--- config.mk ---
export PLATFORM = sky130hd
export DESIGN_NAME = dram_responder
export DESIGN_NICKNAME = d
export VERILOG_FILES = /design/src/rtl/dram_pkg.sv /design/src/rtl/dram_array.sv /design/src/rtl/dram_responder.sv
export SDC_FILE = /design/constraint.sdc
export NUM_CORES = 2
export LEC_CHECK = 0
export ABC_CLOCK_PERIOD_IN_PS = 3800
export CORE_UTILIZATION = 48
export DETAILED_ROUTE_END_ITERATION = 6
export HOLD_SLACK_MARGIN = 0.12
export PLACE_DENSITY = 0.7
export SETUP_SLACK_MARGIN = 0.1
export SLEW_MARGIN = 20
export SYNTH_ARGS = -nofsm -noshare
export SYNTH_HDL_FRONTEND = slang
export SYNTH_SLANG_ARGS = --single-unit
--- constraint.sdc ---
create_clock -name clk -period 3.8 [get_ports clk]
set_input_delay 0.76 -clock clk [delete_from_list [all_inputs] [get_ports clk]]
set_output_delay 0.76 -clock clk [all_outputs]
set_load 0.005 [all_outputs]
--- src/rtl/dram_pkg.sv ---
// dram_pkg: shared constants and FSM state encoding for the DRAM responder model
package dram_pkg;
    localparam int DEF_AW      = 4;
    localparam int DEF_DW      = 8;
    localparam int DEF_CAS_LAT = 2;
    localparam int REF_W       = 16;
    localparam int LAT_W       = 3;
    typedef logic [1:0] state_t;
    localparam state_t IDLE     = 2'd0;
    localparam state_t ROW_OPEN = 2'd1;
    localparam state_t COL_WAIT = 2'd2;
    localparam state_t CBR      = 2'd3;
endpackage

--- src/rtl/dram_array.sv ---
// dram_array: synchronous-write, registered-read storage; only the read register is reset
module dram_array #(
    parameter int AW = 8,
    parameter int DW = 8
) (
    input  logic          clk,
    input  logic          reset_n,
    input  logic          we,
    input  logic [AW-1:0] waddr,
    input  logic [DW-1:0] wdata,
    input  logic          re,
    input  logic [AW-1:0] raddr,
    output logic [DW-1:0] rdata
);
    logic [DW-1:0] mem [2**AW];
    // array contents survive reset
    always_ff @(posedge clk) begin
        if (we) mem[waddr] <= wdata;
    end
    // read register only updates when a read completes, so it holds between reads
    always_ff @(posedge clk or negedge reset_n) begin
        if (!reset_n) rdata <= '0;
        else if (re) rdata <= mem[raddr];
    end
endmodule

--- src/rtl/dram_responder.sv ---
// dram_responder: RAS/CAS-driven DRAM device model with page mode, CBR refresh count and protocol error flag
module dram_responder
    import dram_pkg::*;
#(
    parameter int AW      = DEF_AW,
    parameter int DW      = DEF_DW,
    parameter int CAS_LAT = DEF_CAS_LAT
) (
    input  logic             clk,
    input  logic             reset_n,
    input  logic             ras_n,
    input  logic             cas_n,
    input  logic             we_n,
    input  logic [AW-1:0]    addr,
    input  logic [DW-1:0]    din,
    output logic [DW-1:0]    dout,
    output logic             dout_valid,
    output logic [REF_W-1:0] refresh_cnt,
    output logic             err
);
    logic             ras_q, cas_q;
    logic             ras_fall, ras_rise, cas_fall;
    state_t           state, state_d;
    logic [AW-1:0]    row, row_d, col, col_d;
    logic [LAT_W-1:0] cnt, cnt_d;
    logic             valid_d, err_d, wr, rd;
    logic [REF_W-1:0] ref_d;
    logic [2*AW-1:0]  rd_addr;

    assign ras_fall = !ras_n && ras_q;
    assign ras_rise = ras_n && !ras_q;
    assign cas_fall = !cas_n && cas_q;

    // previous strobe levels for edge detection; idle level is high
    always_ff @(posedge clk or negedge reset_n) begin
        if (!reset_n) begin
            ras_q <= 1'b1;
            cas_q <= 1'b1;
        end else begin
            ras_q <= ras_n;
            cas_q <= cas_n;
        end
    end

    // protocol FSM: the read is issued to the array one cycle early so its registered output lands at CAS_LAT
    always_comb begin
        state_d = state;
        row_d   = row;
        col_d   = col;
        cnt_d   = cnt;
        wr      = 1'b0;
        rd      = 1'b0;
        rd_addr = {row, col};
        valid_d = 1'b0;
        ref_d   = refresh_cnt;
        err_d   = err;
        case (state)
            IDLE: begin
                if (ras_fall) begin
                    if (!cas_n && !cas_q) begin
                        state_d = CBR;
                    end else begin
                        row_d   = addr;
                        state_d = ROW_OPEN;
                        err_d   = err | cas_fall;
                    end
                end
            end
            ROW_OPEN: begin
                if (ras_rise) begin
                    state_d = IDLE;
                end else if (cas_fall) begin
                    col_d = addr;
                    if (!we_n) begin
                        wr = 1'b1;
                    end else if (CAS_LAT == 1) begin
                        rd      = 1'b1;
                        rd_addr = {row, addr};
                        valid_d = 1'b1;
                    end else begin
                        cnt_d   = 1;
                        state_d = COL_WAIT;
                    end
                end
            end
            COL_WAIT: begin
                if (ras_rise) begin
                    state_d = IDLE;
                    err_d   = 1'b1;
                end else begin
                    err_d = err | cas_fall;
                    if (cnt == LAT_W'(CAS_LAT - 1)) begin
                        rd      = 1'b1;
                        valid_d = 1'b1;
                        state_d = ROW_OPEN;
                    end else begin
                        cnt_d = cnt + 1'b1;
                    end
                end
            end
            default: begin
                if (ras_rise) begin
                    ref_d   = refresh_cnt + 1'b1;
                    state_d = IDLE;
                end
            end
        endcase
    end

    // state and flag registers
    always_ff @(posedge clk or negedge reset_n) begin
        if (!reset_n) begin
            state       <= IDLE;
            row         <= '0;
            col         <= '0;
            cnt         <= '0;
            dout_valid  <= 1'b0;
            refresh_cnt <= '0;
            err         <= 1'b0;
        end else begin
            state       <= state_d;
            row         <= row_d;
            col         <= col_d;
            cnt         <= cnt_d;
            dout_valid  <= valid_d;
            refresh_cnt <= ref_d;
            err         <= err_d;
        end
    end

    dram_array #(.AW(2 * AW), .DW(DW)) u_array (
        .clk     (clk),
        .reset_n (reset_n),
        .we      (wr),
        .waddr   ({row, addr}),
        .wdata   (din),
        .re      (rd),
        .raddr   (rd_addr),
        .rdata   (dout)
    );
endmodule

==> metrics.txt <==
status complete, no violations; Clock Power Share 30.6%; top_reg_cell synth edfxtp_1; Max Slew Vio Count 0; hold slack between 400 and 500 ps; CTS max path bufs 3; largest net degree at the start of global routing roughly 100; Netlist Area Pre-Place 82,300 sq um; RSZ-0062 raised after global routing false; effective utilization at floorplan ~48%; Via density approximately 6.3; post-CTS resize count 0; Core Rows about 150; I/O pin cnt 43; Leakage a little over 30 nW; WL/cell 30.8 um; total congestion overflow 0; DRT iter0 DRCs 5,925; Die ar. between 150,000 and 200,000 sq um; power per cell area 679 nW/um^2; share of layout cells above drive strength 1 approximately a quarter; Synth area leaders edfxtp_1 75%, mux4_2 11%, mux2i_1 3.2%; Tmin final approximately 3600 ps; clk_skew roughly 43 ps; Core ar. 170,000 sq um; H-tree levels 4; # setup viols final 0; net switching power roughly 0.020 W; synthesized area per cell just over 20 sq um; Die Wd between 400 and 500 um; HPWL after detailed placement ~140,000 um; P&R area growth vs syn 15.6%; first-pass GRT wire length between 300,000 and 400,000 um; syn_nets 4,071; Die Ht 416 um; Global Route Usage Sum approximately a quarter; Final Hold Fails 0; Net Sw Frac around 31%; postcts setup bufs 0; most frequent cell after synthesis edfxtp_1; setup TNS 0 ps; gpl congestion ~0.9; Clk pin slew, worst setup/hold paths 60 ps; critical path class flop to flop; fraction of registers with async set/reset slightly below 2%; Fmax between 200 and 300 MHz; Seq/Total Area, Yosys between 70% and 80%; WL final between 200,000 and 250,000 um; Num CTS Buffers 197; Clk Latency, worst-skew pair between 800 and 900 ps; combinational share of power between 20 and 30%; TritonRoute pass-1 iters 6; # port buffers 42; Post-synth top cells 2,048 x edfxtp_1, 387 x mux4_2, 331 x nor2_1; vias in the first global route around 43,000; clock tree sinks 2,089; Seq pwr share between 40% and 50%; startpoint types flop; Root Driver clkbuf_16; hold crit path type input port to flop; post-layout net count between 4,000 and 5,000; Yosys reg bits between 2,000 and 2,500; Max Cap Viol 0; worst slew pin tran roughly 1100 ps; CP Max Fanout 27; worst path arrival time between 4000 and 5000 ps; YS warnings 0; Synth cell types 82; number of synthesized flops with an enable pin about 2,000; Max transition margin between 20% and 30%; fin crit share between 90% and 100%; Max VDD drop 577 uV; via count about 44,000; Synth Instances between 4,000 and 5,000; antenna violations before repair 8; Overall Power 0.0646 W; Routed Antenna Nets 0; CP Capture Type flop; Worst Path Required about 4500 ps; leading area contributor after synthesis edfxtp_1; DR DRC count 0; hold buffers post-CTS 1; Synth top area share about 75%; CTS tree built; Internal 0.0444 W
[power groups by stage]
stage / combinational, W / sequential [W] / clock (W)
6_report: 0.0189 / 0.0260 / 0.0198
3_3_place_gp: 0.0186 / 0.0265 / 0
3_5_place_dp: 0.0187 / 0.0265 / 0
5_1_grt: 0.0196 / 0.0260 / 0.0208
4_1_cts: 0.0188 / 0.0260 / 0.0200
2_1_floorplan: 0.0123 / 0.0260 / 0
[kinds of logic (layout without fill, tap and decap cells)]
family                   count (synthesis)  in the layout  synth area share [%]
flip-flops                            2089           2089                  76.0
multiplexers                           688            688                  14.8
AND/OR/NAND/NOR                        610            610                  3.26
AO/OA/AOI/OAI                          391            391                  3.43
buffers and inverters                  255            972                  2.33
XOR/XNOR                                15             15                 0.160
adder cells (fa/ha/maj)                  3              3                0.0456
other                                    0              3                     0
[cell usage in the layout (no fill, tap or decap), types with 26 or more instances in the layout]
master	netlist	layout
a21oi_1	43	43
a221oi_1	93	93
a22oi_1	63	63
buf_12	7	63
buf_4	12	488
clkbuf_1	82	49
clkbuf_16	0	198
clkdlybuf4s50_1	0	33
clkinv_1	0	43
clkinv_2	0	26
dfrtp_1	39	34
edfxtp_1	2048	2048
mux2i_1	262	262
mux4_1	28	28
mux4_2	387	387
nand2_1	104	104
nand3_1	44	40
nor2_1	331	330
nor3_1	28	27
o21ai_0	71	71
[per-layer routing]
layer  global-route usage, %  vias up  part of all wire, %
met5                       0        -                0.025
met4                    9.13        8                  3.9
met3                    5.90      419                   11
met2                    37.8     2716                   46
met1                    35.0    22800                   39
li1                        -    17900                    -
[metrics by stage]
stage	instance area, sq um	cells	utilization, %	setup slack, ps
detailed placement	88600	6615	52.2	201
global placement	88600	6615	52.2	171
finish	95200	6989	56.0	191
floorplan	82300	4051	-	722
CTS	95200	6986	56.0	254
global route	95200	6987	56.0	125
[final timing paths]
| path | end | startpoint | slack, ps | cells after the start |
|---|---|---|---|---|
| hold reg to reg | refresh_cnt[15] | refresh_cnt[15] | 480 | 1 |
| setup / recovery | u_array.rdata[2] | col[0] | 190 | 9 |
| hold / removal | cas_q | cas_n | 410 | 1 |
| min in group asynchronous | refresh_cnt[14] | reset_n | 620 | 2 |
| max in group asynchronous | u_array.rdata[4] | reset_n | 2350 | 3 |
| setup reg to reg | u_array.rdata[2] | col[0] | 190 | 9 |
[registers in the layout, summed over array words and instances (netlist names)]
name / cells
dout_valid: 1
col: 4
err: 1
ras_q: 1
u_array.rdata: 8
row: 4
u_array.mem: 2048
cas_q: 1
refresh_cnt: 16
state: 2
cnt: 3
[layout make-up]
type / instances / area [sq um]
Antenna cell: 3 / 7.51
Clock buffer: 250 / 5180
Clock inverter: 120 / 1320
Fill cell: 12300 / 74700
Inverter: 8 / 36.3
Multi-Input combinational cell: 1707 / 17900
Sequential cell: 2089 / 62500
Tap cell: 2218 / 2780
Timing Repair Buffer: 594 / 5380
[worst max-delay path, cell delays in order (launching register included)]
cell and delay, ps:
dfrtp_4 650, buf_12 250, buf_4 470, mux2i_1 310, a221oi_1 190, o21ai_0 230
o311ai_0 150, or4_1 560, nor4_1 490, o21ai_0 140
Power figures use the tool's default switching activity.
